[src/rtl/rev_alu_pkg.sv]
// Shared types for the bit-serial reversible ALU controller: opcodes, FSM states, width limits.
// No logic; imported by the controller and its shift registers.
package rev_alu_pkg;

    localparam int WIDTH_MIN = 2;
    localparam int WIDTH_MAX = 32;

    typedef enum logic [1:0] {
        OP_XOR  = 2'b00,
        OP_XNOR = 2'b01,
        OP_ADD  = 2'b10,
        OP_SUB  = 2'b11
    } op_e;

    typedef enum logic [1:0] {
        ST_IDLE  = 2'b00,
        ST_SHIFT = 2'b01,
        ST_DONE  = 2'b10
    } state_e;

    function automatic logic op_is_arith(input op_e op);
        return (op == OP_ADD) || (op == OP_SUB);
    endfunction

endpackage

[src/rtl/rev_shift_reg.sv]
// Right-shift register with parallel load (priority) and serial-in at the MSB.
// Latency: one cycle from load/shift to o_q.
// Backpressure: none; load and shift are caller-qualified enables.
module rev_shift_reg
    import rev_alu_pkg::*;
#(
    parameter int WIDTH = 8
) (
    input  logic             clk,
    input  logic             rst_n,
    input  logic             i_load,
    input  logic [WIDTH-1:0] i_load_dat,
    input  logic             i_shift,
    input  logic             i_sin,
    output logic [WIDTH-1:0] o_q
);

    logic [WIDTH-1:0] r_q;

    always_ff @(posedge clk or negedge rst_n) begin
        if (!rst_n) begin
            r_q <= '0;
        end else if (i_load) begin
            r_q <= i_load_dat;
        end else if (i_shift) begin
            r_q <= {i_sin, r_q[WIDTH-1:1]};
        end
    end

    assign o_q = r_q;

endmodule

[src/rtl/rev_serial_alu_ctrl.sv]
// Streams operands LSB-first through an external reversible XOR cell and collects XOR/XNOR/ADD/SUB results.
// Latency: accept at cycle 0, out_valid from cycle WIDTH+1; issue interval WIDTH+2 with out_ready high.
// Backpressure: result held in DONE until out_ready; in_ready only in IDLE. Optional: REV_GARBAGE_CHECK_EN.
module rev_serial_alu_ctrl
    import rev_alu_pkg::*;
#(
    parameter int WIDTH = 8
) (
    input  logic             clk,
    input  logic             rst_n,
    input  logic             in_valid,
    output logic             in_ready,
    input  logic [WIDTH-1:0] in_a,
    input  logic [WIDTH-1:0] in_b,
    input  logic [1:0]       in_op,
    output logic             gate_x1,
    output logic             gate_x2,
    input  logic             gate_y1,
    input  logic             gate_y2,
    output logic             out_valid,
    input  logic             out_ready,
    output logic [WIDTH-1:0] out_result,
    output logic             out_carry,
    output logic             out_err
);

    localparam int CW = $clog2(WIDTH);

    state_e           r_state, w_state_nxt;
    op_e              r_op;
    logic [CW-1:0]    r_cnt;
    logic             r_carry;
    logic [WIDTH-1:0] w_a_q, w_b_q, w_res_q, w_b_eff;
    logic             w_accept, w_shift, w_last, w_bit, w_carry_nxt;

    always_comb begin
        w_state_nxt = r_state;
        in_ready    = 1'b0;
        out_valid   = 1'b0;
        w_shift     = 1'b0;
        case (r_state)
            ST_IDLE: begin
                in_ready = rst_n;
                if (in_valid) w_state_nxt = ST_SHIFT;
            end
            ST_SHIFT: begin
                w_shift = 1'b1;
                if (w_last) w_state_nxt = ST_DONE;
            end
            ST_DONE: begin
                out_valid = 1'b1;
                if (out_ready) w_state_nxt = ST_IDLE;
            end
            default: w_state_nxt = ST_IDLE;
        endcase
    end

    always_ff @(posedge clk or negedge rst_n) begin
        if (!rst_n) r_state <= ST_IDLE;
        else        r_state <= w_state_nxt;
    end

    assign w_accept = in_valid & in_ready;
    assign w_last   = (r_cnt == CW'(WIDTH - 1));
    // SUB is A + ~B + 1: invert B here and seed the carry with 1.
    assign w_b_eff  = (op_e'(in_op) == OP_SUB) ? ~in_b : in_b;
    assign gate_x1  = w_shift & w_a_q[0];
    assign gate_x2  = w_shift & w_b_q[0];

    always_comb begin
        w_bit = gate_y2 ^ r_carry;
        case (r_op)
            OP_XOR:  w_bit = gate_y2;
            OP_XNOR: w_bit = ~gate_y2;
            default: w_bit = gate_y2 ^ r_carry;
        endcase
    end

    assign w_carry_nxt = (w_a_q[0] & w_b_q[0]) | (r_carry & gate_y2);

    always_ff @(posedge clk or negedge rst_n) begin
        if (!rst_n) begin
            r_op    <= OP_XOR;
            r_carry <= 1'b0;
            r_cnt   <= '0;
        end else if (w_accept) begin
            r_op    <= op_e'(in_op);
            r_carry <= (op_e'(in_op) == OP_SUB);
            r_cnt   <= '0;
        end else if (w_shift) begin
            r_cnt <= r_cnt + 1'b1;
            if (op_is_arith(r_op)) r_carry <= w_carry_nxt;
        end
    end

    rev_shift_reg #(.WIDTH(WIDTH)) u_sr_a (
        .clk(clk), .rst_n(rst_n), .i_load(w_accept), .i_load_dat(in_a),
        .i_shift(w_shift), .i_sin(1'b0), .o_q(w_a_q)
    );

    rev_shift_reg #(.WIDTH(WIDTH)) u_sr_b (
        .clk(clk), .rst_n(rst_n), .i_load(w_accept), .i_load_dat(w_b_eff),
        .i_shift(w_shift), .i_sin(1'b0), .o_q(w_b_q)
    );

    rev_shift_reg #(.WIDTH(WIDTH)) u_sr_res (
        .clk(clk), .rst_n(rst_n), .i_load(w_accept), .i_load_dat({WIDTH{1'b0}}),
        .i_shift(w_shift), .i_sin(w_bit), .o_q(w_res_q)
    );

    assign out_result = out_valid ? w_res_q : '0;
    assign out_carry  = out_valid & r_carry;

`ifdef REV_GARBAGE_CHECK_EN
    logic r_err;
    logic w_unused;

    // The cell's pass-through output must mirror its input; any difference means the gate leaked garbage.
    always_ff @(posedge clk or negedge rst_n) begin
        if (!rst_n)                               r_err <= 1'b0;
        else if (w_accept)                        r_err <= 1'b0;
        else if (w_shift && (gate_y1 != gate_x1)) r_err <= 1'b1;
    end

    assign out_err  = out_valid & r_err;
    assign w_unused = ^{w_a_q[WIDTH-1:1], w_b_q[WIDTH-1:1]};
`else
    logic w_unused;

    assign out_err  = 1'b0;
    assign w_unused = ^{w_a_q[WIDTH-1:1], w_b_q[WIDTH-1:1], gate_y1};
`endif

endmodule
[config.mk]
export PLATFORM = sky130hd
export DESIGN_NAME = rev_serial_alu_ctrl
export DESIGN_NICKNAME = d
export VERILOG_FILES = /design/src/rtl/rev_alu_pkg.sv /design/src/rtl/rev_shift_reg.sv /design/src/rtl/rev_serial_alu_ctrl.sv
export SDC_FILE = /design/constraint.sdc
export NUM_CORES = 1
export LEC_CHECK = 0
export ABC_AREA = 1
export CORE_MARGIN = 5
export CORE_UTILIZATION = 28
export DETAILED_ROUTE_END_ITERATION = 10
export REMOVE_ABC_BUFFERS = 1
export SLEW_MARGIN = 25
export SYNTH_ARGS = -nofsm -noshare
export SYNTH_HDL_FRONTEND = slang
export SYNTH_SLANG_ARGS = --single-unit
[constraint.sdc]
create_clock -name clk -period 1.5 [get_ports clk]
set_input_delay 0.3 -clock clk [delete_from_list [all_inputs] [get_ports clk]]
set_output_delay 0.3 -clock clk [all_outputs]
set_load 0.03 [all_outputs]
==> impl_metrics.csv, run 1 <==
group,metric,value,unit
clocking,worstSkewPairLatency,280,ps
sta,rsz0062_at_grt,"yes",
sta,report.final.setup_viol,1,
final_layout,most_common_cell_after_layout_fill_and_taps_aside,"sky130_fd_sc_hd__nand2_1",
worst_setup_path,rrSetupSlack,110,ps
placed_design,worst_setup_slack_before_clock_tree_synthesis,-154,ps
worst_setup_path,critPathMaxFanout,10,
worst_setup_path,r2r_start,"r_state[0]$_DFFE_PN0P_",
final_layout,num_antenna_cells,0,
clocking,clk_pin_slew_worst_paths,60,ps
yosys,synth-main-ff-cell,"sky130_fd_sc_hd__dfrtp_1",
sta,timing.final.ws_setup,-1.77,ps
yosys,synth_edf_count,0,
sta,timing.final.crit_period,1500,ps
detailed_routing,drt_pre_antenna_iters,4,
worst_setup_path,origin_of_the_worst_setup_path,"r_state[0]$_DFFE_PN0P_",
worst_setup_path,reg2reg_to,"u_sr_b.o_q[1]$_DFFE_PN0P_",
sta,report.final.slew_viol_count,0,
clocking,ctsRootBufferMaster,"sky130_fd_sc_hd__clkbuf_8",
floorplan,die_height,89.3,µm
yosys,ys_seq_area_frac,0.455,
global_route,grt_pass1_vias,1470,
final_layout,layout_common_cells,"sky130_fd_sc_hd__nand2_1, sky130_fd_sc_hd__inv_1, sky130_fd_sc_hd__dfrtp_1",
detailed_routing,post-route-drc-count,0,
global_route,first_pass_grt_wire_length,6440,µm
final_layout,layout.nets,325,
sta,maxClockFrequency,0.666,GHz
placed_design,hpwlAfterDp,2750,µm
sta,setup_tns,-1.77,ps
floorplan,starting_density,0.282,
floorplan,rows,29,
yosys,syn_area,1760,µm²
yosys,synth.lib_cells_used.distinct,22,
power_and_ir_drop,cellPowerDensity,1650,nW/µm²
worst_setup_path,cpPeakStageDelay,450,ps
final_layout,flow.area_growth_from_synthesis,36.2,%
global_route,gr-total-overflow,0,
floorplan,die-area,7980,µm²
final_layout,n_fill_cell,680,
detailed_routing,routedWlPerCell,9.86,µm
sta,final_min_period_over_clock_period,1.00,
global_route,grt_max_degree,27,
worst_setup_path,critical_path.cell_chain,"nor2_4 > inv_4 > nor2_1 > buf_4",
outcome,failing_checks,"setup timing",
worst_setup_path,arrival,1200,ps
power_and_ir_drop,post-layout-total-power,3.95,mW
global_route,grt.busiest_layer,"met2",
final_layout,post-route-util,0.384,
clocking,clock_tree_from_tritoncts,"done",
placed_design,placement.io_buffers,35,
clocking,clock_tree.htree_level_count,2,
floorplan,io-pin-count,38,
final_layout,layoutNonFillerInstCount,376,
final_layout,layout-drive-gt1-share,0.177,
worst_setup_path,reg2regPathDepth,6,
yosys,yosysWarningCount,0,
power_and_ir_drop,p_leak,1.33,nW
detailed_routing,finalWirelength,3710,µm
yosys,cell_count_after_synthesis,247,
worst_setup_path,critPathSlowestCell,"sky130_fd_sc_hd__dfrtp_2",
power_and_ir_drop,vdd_drop_max,0.824,mV
global_route,global_route.usage.met2,0.168,
yosys,synth_area_per_cell,7.13,µm²
min_path,hold_class,"in2async",
worst_setup_path,end_kind,"output pin",
detailed_routing,antenna_left,0,
placed_design,place.detailed.instances,365,
sta,final_hold_vio_count,0,
yosys,ys_ff_latch,32,
worst_setup_path,critPathLaunchType,"register",
detailed_routing,detail_route.iter0.violations,57,
sta,worst_clk_skew,3.18,ps
clocking,clk_path_buf_depth,2,
placed_design,place.gp.congestion,0.728,
yosys,postSynth.asyncResetShare,1.00,
clocking,cts_inserted_buffers,5,
worst_setup_path,path_class,"reg2out",
worst_setup_path,critical_path_required,1200,ps
global_route,gr-usage-met3,0.0286,
detailed_routing,avgViaCountPerCell,4.13,
global_route,grt.met1_usage,0.135,
flow_run,max_cap_violations,0,
worst_setup_path,cp-endpoint,"out_result[0]",
detailed_routing,route.vias.total,1554,
global_route,antenna_violations_before_repair,0,
outcome,outcome,"finished with violations",
clocking,tritoncts_num_sinks,32,
floorplan,core-area,6240,µm²
global_route,grt_use_total,0.104,
floorplan,floorplan.die.width,89.3,µm
[worst max-delay path, delay by kind of cell, from the launching register on]
| family | cells | cell delay [ps] |
|---|---|---|
| flops | 1 | 450 |
| buf+inv | 2 | 240 |
| simple gates | 2 | 220 |
[state kept, by name, summed over array words and instances (netlist names)]
name	count
u_sr_a.o_q	8
r_cnt	3
u_sr_b.o_q	8
r_op	2
r_state	2
r_carry	1
u_sr_res.o_q	8
[stage by stage]
| step | hold WS (ps) | cell area [µm²] |
|---|---|---|
| after global placement | 463 | 2240 |
| after floorplan | 4.41 | 1690 |
| after global routing | 248 | 2400 |
| final | 228 | 2400 |
| after CTS | 220 | 2380 |
| after detailed placement | 465 | 2240 |
[power breakdown]
group / switching (mW) / total, mW / internal, mW / leakage, nW
Clock: 0.308 / 0.682 / 0.374 / 0.0455
Sequential: 0.183 / 1.42 / 1.23 / 0.406
Combinational: 1.09 / 1.85 / 0.755 / 0.881
Total: 1.59 / 3.95 / 2.36 / 1.33
[timing repair]
item                                    CTS  global route
pin swaps                                 1             1
buffers inserted                          3             0
hold buffers                              0             0
gates resized for setup                  12             8
endpoints found under the setup margin   12            15
[worst min path at each step]
stage                                          from                     endpoint  depth (start not counted)
after floorplan                               rst_n          r_carry$_DFFE_PN0P_                          0
after global placement    u_sr_b.o_q[2]$_DFFE_PN0P_    u_sr_b.o_q[2]$_DFFE_PN0P_                          2
after detailed placement  u_sr_b.o_q[3]$_DFFE_PN0P_    u_sr_b.o_q[3]$_DFFE_PN0P_                          2
after CTS                                     rst_n  u_sr_res.o_q[4]$_DFFE_PN0P_                          2
after global routing                          rst_n  u_sr_res.o_q[2]$_DFFE_PN0P_                          2
final                                         rst_n  u_sr_res.o_q[7]$_DFFE_PN0P_                          2
[synthesized netlist by cell type, types with 2 or more instances]
master	instances	area, µm²
sky130_fd_sc_hd__buf_2	3	15.0
sky130_fd_sc_hd__buf_6	4	45.0
sky130_fd_sc_hd__dfrtp_1	32	801
sky130_fd_sc_hd__ha_1	3	37.5
sky130_fd_sc_hd__inv_1	35	131
sky130_fd_sc_hd__inv_2	3	11.3
sky130_fd_sc_hd__nand2_1	93	349
sky130_fd_sc_hd__nand3_1	5	25.0
sky130_fd_sc_hd__nor2_1	36	135
sky130_fd_sc_hd__o21ai_0	11	55.1
sky130_fd_sc_hd__o21ai_1	10	50.1
sky130_fd_sc_hd__xor2_1	2	17.5
[routing by layer]
metal	part of all wire	up-vias
met5	0	-
met4	0.0084	0
met3	0.066	4
met2	0.46	31
met1	0.46	687
li1	-	832
[cell families (layout without fill, tap and decap cells)]
| kind of cell | after synthesis | in the layout | share of synthesized area |
|---|---|---|---|
| xor gates and xnor gates | 2 | 2 | 0.00994 |
| DFF | 32 | 32 | 0.455 |
| and+or+nand+nor | 140 | 140 | 0.322 |
| adders and majority gates | 3 | 3 | 0.0213 |
| AOI/OAI and AO/OA | 23 | 23 | 0.0710 |
| buffers and inverters | 46 | 98 | 0.119 |
| other | 1 | 1 | 0.00213 |
[area by class of cell]
cell class                 count  area [µm²]  area share
multi-input combinational    169         781       0.326
sequential                    32         802       0.334
tap                           77        96.3      0.0402
clock buffer                   8        90.1      0.0376
inverter                      38         145      0.0605
timing repair buffer          52         484       0.202
Power figures use the tool's default switching activity.
==> inputs of run 2 (changes only) <==
CORE_MARGIN = 3   (was 5)
==> run 2 against run 1 <==
  * The run still ends with setup timing left
  * Flip-flop and latch count did not move
  * First-iteration DRC count rose by 28%
  * Final cell count fell by 1.3%
  * Power fell by 1.8%
  * Design area fell by 1.3%
==> impl_metrics.csv, run 2 (synthesis results as in run 1) <==
group,metric,value,unit
clocking,cts.hold.buffers_added,0,
floorplan,floorplan.die.width,85.3,µm
detailed_routing,antenna_left,0,
detailed_routing,routedWlPerCell,9.99,µm
final_layout,layout-drive-gt1-share,0.176,
global_route,grt_pass1_vias,1490,
worst_setup_path,end_kind,"output pin",
clocking,worstSkewPairLatency,280,ps
global_route,grt_use_total,0.115,
detailed_routing,avgViaCountPerCell,4.23,
power_and_ir_drop,post-layout-total-power,3.88,mW
sta,final_min_period_over_clock_period,1.00,
floorplan,core-area,5990,µm²
sta,timing.final.crit_period,1500,ps
final_layout,multi_input_comb_area,783,µm²
detailed_routing,detail_route.iter0.violations,73,
clocking,cts_inserted_buffers,5,
final_layout,num_antenna_cells,0,
floorplan,io-pin-count,38,
sta,worst_clk_skew,5.43,ps
worst_setup_path,origin_of_the_worst_setup_path,"r_state[1]$_DFFE_PN0P_",
power_and_ir_drop,vdd_drop_max,0.690,mV
global_route,gr-total-overflow,0,
sta,report.final.setup_viol,2,
power_and_ir_drop,p_leak,1.32,nW
detailed_routing,route.vias.total,1570,
floorplan,die-area,7280,µm²
clocking,clk_pin_slew_worst_paths,60,ps
placed_design,placement.cell_area,2220,µm²
detailed_routing,drt_pre_antenna_iters,4,
clocking,clock_tree_from_tritoncts,"done",
worst_setup_path,critPathLaunchType,"register",
detailed_routing,finalWirelength,3710,µm
floorplan,rows,28,
clocking,clk_path_buf_depth,2,
floorplan,die_height,85.3,µm
final_layout,final_design_area_no_fill,2370,µm²
clocking,clock_tree.htree_level_count,2,
sta,final_hold_vio_count,0,
final_layout,n_fill_cell,619,
global_route,antenna_violations_before_repair,0,
final_layout,layout.nets,325,
clocking,ctsRootBufferMaster,"sky130_fd_sc_hd__clkbuf_8",
outcome,failing_checks,"setup timing",
worst_setup_path,path_class,"reg2out",
final_layout,layout.area.seq,802,µm²
sta,rsz0062_at_grt,"yes",
global_route,grt_max_degree,26,
worst_setup_path,critical_path_required,1200,ps
placed_design,hpwlAfterDp,2740,µm
worst_setup_path,arrival,1200,ps
worst_setup_path,r2r_start,"r_state[0]$_DFFE_PN0P_",
placed_design,placement.io_buffers,35,
placed_design,place.gp.congestion,0.722,
outcome,outcome,"finished with violations",
sta,report.final.slew_viol_count,0,
detailed_routing,post-route-drc-count,0,
power_and_ir_drop,cellPowerDensity,1640,nW/µm²
placed_design,worst_setup_slack_before_clock_tree_synthesis,-132,ps
global_route,first_pass_grt_wire_length,6730,µm
worst_setup_path,critPathMaxFanout,10,
flow_run,max_cap_violations,0,
sta,timing.final.ws_setup,-2.74,ps
final_layout,layout_common_cells,"sky130_fd_sc_hd__nand2_1, sky130_fd_sc_hd__inv_1, sky130_fd_sc_hd__dfrtp_1",
final_layout,flow.area_growth_from_synthesis,34.4,%
sta,maxClockFrequency,0.665,GHz
clocking,tritoncts_num_sinks,32,
min_path,hold_class,"in2async",
floorplan,starting_density,0.294,
final_layout,most_common_cell_after_layout_fill_and_taps_aside,"sky130_fd_sc_hd__nand2_1",
-- run 2: cell types whose count changed in the layout (fill, tap and decap cells not counted) --
cell / before / now
sky130_fd_sc_hd__o21ai_1: 13 / 11
sky130_fd_sc_hd__nor2_1: 30 / 29
sky130_fd_sc_hd__nor3_1: 0 / 1
sky130_fd_sc_hd__clkbuf_1: 2 / 0
sky130_fd_sc_hd__o21ai_0: 8 / 10
sky130_fd_sc_hd__nor2_4: 2 / 3
sky130_fd_sc_hd__clkbuf_8: 6 / 5
sky130_fd_sc_hd__buf_12: 2 / 1
sky130_fd_sc_hd__nor3_2: 1 / 0
sky130_fd_sc_hd__buf_6: 4 / 5
-- run 2: path summary, 6_finish.rpt --
| check | endpoint | slack, ps | depth (start not counted) |
|---|---|---|---|
| setup / recovery | out_result[5] | -3 | 5 |
| hold / removal | u_sr_res.o_q[6]$_DFFE_PN0P_ | 220 | 2 |
| setup reg to reg | u_sr_b.o_q[4]$_DFFE_PN0P_ | 120 | 6 |
| hold reg to reg | u_sr_a.o_q[3]$_DFFE_PN0P_ | 480 | 2 |
| max in group asynchronous | r_state[0]$_DFFE_PN0P_ | 780 | 3 |
| min in group clk | u_sr_a.o_q[3]$_DFFE_PN0P_ | 480 | 2 |
-- run 2: where the power goes --
part           internal (mW)  switching (mW)
sequential              1.23           0.176
combinational          0.763            1.13
clock                  0.298           0.276
-- run 2: layer usage --
layer,vias up,GRT usage,share of wire
met4,0,0.0432,0.015
met3,7,0.0311,0.060
met1,696,0.152,0.47
li1,833,-,-
met2,34,0.181,0.45
met5,-,0,0
-- run 2: critical path, cell delays in order, from the launching register on --
cell and delay, ps:
sky130_fd_sc_hd__dfrtp_1 380, sky130_fd_sc_hd__inv_2 80, sky130_fd_sc_hd__nor2_4 140, sky130_fd_sc_hd__inv_4 80
sky130_fd_sc_hd__nor2_1 90, sky130_fd_sc_hd__buf_4 160
-- run 2: metrics by stage --
stage | setup TNS, ps | hold WS [ps] | std cells | utilization
after global routing | -893 | 244 | 371 | 0.395
after floorplan | -3010 | 4.41 | 239 | -
final | -2.98 | 220 | 371 | 0.395
after detailed placement | -2420 | 466 | 363 | 0.371
after CTS | -384 | 205 | 370 | 0.386
after global placement | -3210 | 462 | 363 | 0.371
-- run 2: cell type report --
class | count | share of cell area
well taps | 75 | 0.0396
inverters | 38 | 0.0613
repair buffers | 52 | 0.201
multi-input cells | 169 | 0.331
clock buffers | 5 | 0.0291
flip-flops and latches | 32 | 0.339
-- run 2: timing repair --
action | CTS | global route
endpoints found under the setup margin | 12 | 13
pin swaps | 0 | 1
buffers inserted | 2 | 1
hold endpoints to repair | 0 | 0
gates resized for setup | 4 | 16
==> inputs of run 3 (changes only) <==
CORE_UTILIZATION = 46   (was 28)
PLACE_DENSITY = 0.73   (was not set)
==> run 3 against run 2 <==
  * The flow still finishes with violations (setup timing)
  * Sequential share of layout area is 0.20 points higher
  * Clock skew is 1.0 ps lower
  * Final cell count is 8.1% lower
  * Clock power is 4.5% higher
  * Highest routed layer unchanged
  * Combinational power hardly changed
  * Register-to-register slack worse by 50 ps
  * Largest cell class unchanged
  * Maximum frequency hardly changed
  * Power is 1.0% higher
  * Wire length is 3.6% lower
  * Clock-buffer cell count is 1 higher
==> impl_metrics.csv, run 3 (synthesis results as in run 1) <==
group,metric,value,unit
final_layout,layout.nets,322,
global_route,gr-total-overflow,0,
worst_setup_path,end_kind,"output pin",
global_route,grt_pass1_vias,1436,
worst_setup_path,cpPeakStageDelay,460,ps
final_layout,final_design_area_no_fill,2350,µm²
clocking,cts.hold.buffers_added,0,
power_and_ir_drop,vdd_drop_max,1.03,mV
final_layout,layout_common_cells,"sky130_fd_sc_hd__nand2_1, sky130_fd_sc_hd__inv_1, sky130_fd_sc_hd__dfrtp_1",
worst_setup_path,critPathSlowestCell,"sky130_fd_sc_hd__dfrtp_2",
outcome,outcome,"finished with violations",
placed_design,hpwlAfterDp,2670,µm
placed_design,placement.io_buffers,35,
final_layout,n_fill_cell,310,
power_and_ir_drop,p_leak,1.32,nW
worst_setup_path,critical_path.cell_chain,"nor2_4 > inv_4 > nor2_1 > buf_4",
final_layout,flow.area_growth_from_synthesis,33.7,%
global_route,global_route.usage.met2,0.317,
worst_setup_path,arrival,1200,ps
sta,timing.final.ws_setup,-3.26,ps
detailed_routing,post-route-drc-count,0,
floorplan,io-pin-count,38,
clocking,tritoncts_num_sinks,32,
floorplan,floorplan.die.width,67.9,µm
global_route,grt_use_total,0.179,
worst_setup_path,worst-path-buf-inv,2,
worst_setup_path,critPathMaxFanout,10,
worst_setup_path,critPathLaunchType,"register",
min_path,hold_class,"in2async",
worst_setup_path,origin_of_the_worst_setup_path,"r_state[0]$_DFFE_PN0P_",
flow_run,max_cap_violations,0,
global_route,grt_max_degree,19,
detailed_routing,avgViaCountPerCell,4.70,
sta,rsz0062_at_grt,"yes",
sta,final_hold_vio_count,0,
detailed_routing,drt_pre_antenna_iters,4,
clocking,clk_path_buf_depth,2,
clocking,clock_tree.htree_level_count,2,
worst_setup_path,path_class,"reg2out",
sta,worst_hold_slack,212,ps
clocking,ctsRootBufferMaster,"sky130_fd_sc_hd__clkbuf_8",
power_and_ir_drop,cellPowerDensity,1660,nW/µm²
floorplan,rows,21,
global_route,grt.busiest_layer,"met2",
detailed_routing,antenna_left,0,
clocking,clk_pin_slew_worst_paths,60,ps
global_route,antenna_violations_before_repair,0,
detailed_routing,routedWlPerCell,10.5,µm
clocking,clock_tree_from_tritoncts,"done",
outcome,failing_checks,"setup timing",
detailed_routing,route.vias.total,1604,
sta,report.final.slew_viol_count,0,
sta,final_min_period_over_clock_period,1.00,
sta,report.final.setup_viol,1,
final_layout,num_antenna_cells,0,
worst_setup_path,critical_path_required,1200,ps
clocking,worstSkewPairLatency,270,ps
floorplan,die-area,4610,µm²
detailed_routing,detail_route.iter0.violations,68,
placed_design,placement.cell_area,2190,µm²
global_route,grt.met1_usage,0.215,
sta,maxClockFrequency,0.665,GHz
placed_design,place.gp.congestion,0.714,
worst_setup_path,r2r_start,"r_state[0]$_DFFE_PN0P_",
final_layout,most_common_cell_after_layout_fill_and_taps_aside,"sky130_fd_sc_hd__nand2_1",
detailed_routing,finalWirelength,3570,µm
clocking,cts_inserted_buffers,5,
sta,worst_clk_skew,4.41,ps
power_and_ir_drop,post-layout-total-power,3.92,mW
global_route,gr-usage-met3,0.0427,
worst_setup_path,cpLargestDelayFamily,"flip-flops",
global_route,first_pass_grt_wire_length,6090,µm
floorplan,core-area,3520,µm²
floorplan,starting_density,0.500,
floorplan,die_height,67.9,µm
final_layout,layout-drive-gt1-share,0.176,
sta,timing.final.crit_period,1500,ps
[run 3: cell types whose count changed in the layout (fill, tap and decap cells not counted), moves of 2 or more]
cell / before / now
sky130_fd_sc_hd__nor2_1: 29 / 27
sky130_fd_sc_hd__buf_4: 24 / 16
sky130_fd_sc_hd__buf_6: 5 / 8
sky130_fd_sc_hd__buf_12: 1 / 3
sky130_fd_sc_hd__nor2_2: 5 / 8
[run 3: worst paths after layout]
path                                              to  depth (start not counted)  slack (ps)
hold / removal                r_state[1]$_DFFE_PN0P_                          2         210
min in group clk           u_sr_b.o_q[4]$_DFFE_PN0P_                          2         490
hold reg to reg            u_sr_b.o_q[4]$_DFFE_PN0P_                          2         490
setup / recovery                           out_carry                          4          -3
max in group asynchronous     r_state[0]$_DFFE_PN0P_                          3         890
setup reg to reg           u_sr_a.o_q[1]$_DFFE_PN0P_                          6          70
[run 3: metrics by stage]
stage	setup slack [ps]	util	instances	TNS, ps
floorplan	-334	-	239	-3010
global placement	-98.9	0.622	331	-2210
detailed placement	-139	0.622	331	-2440
CTS	-30.0	0.651	341	-83.4
global route	-58.2	0.669	341	-492
finish	-3.26	0.669	341	-3.26
[run 3: layout make-up]
cell class,instances,area [µm²],share of cell area
flip-flops and latches,32,802,0.341
repair buffers,49,489,0.208
clock buffers,6,72.6,0.0308
inverters,38,145,0.0616
multi-input cells,169,783,0.333
well taps,46,57.6,0.0244
clock inverters,1,5.00,0.00213
[run 3: what timing repair did]
item                                    CTS  global route
pin swaps                                 0             1
resized for setup                         3            20
setup buffers                             3             0
gates cloned                              0             0
endpoints found under the setup margin   12            12
hold endpoints to repair                  0             0
[run 3: power breakdown]
| part | switching (mW) | internal, mW |
|---|---|---|
| combinational | 1.13 | 0.765 |
| clock | 0.286 | 0.315 |
| sequential | 0.190 | 1.23 |
| total | 1.60 | 2.31 |
[run 3: per-layer routing]
metal	wire [µm]	up-vias	part of all wire
li1	-	833	-
met1	1600	720	0.45
met2	1700	44	0.47
met3	216	7	0.060
met4	57	0	0.016
met5	0	-	0
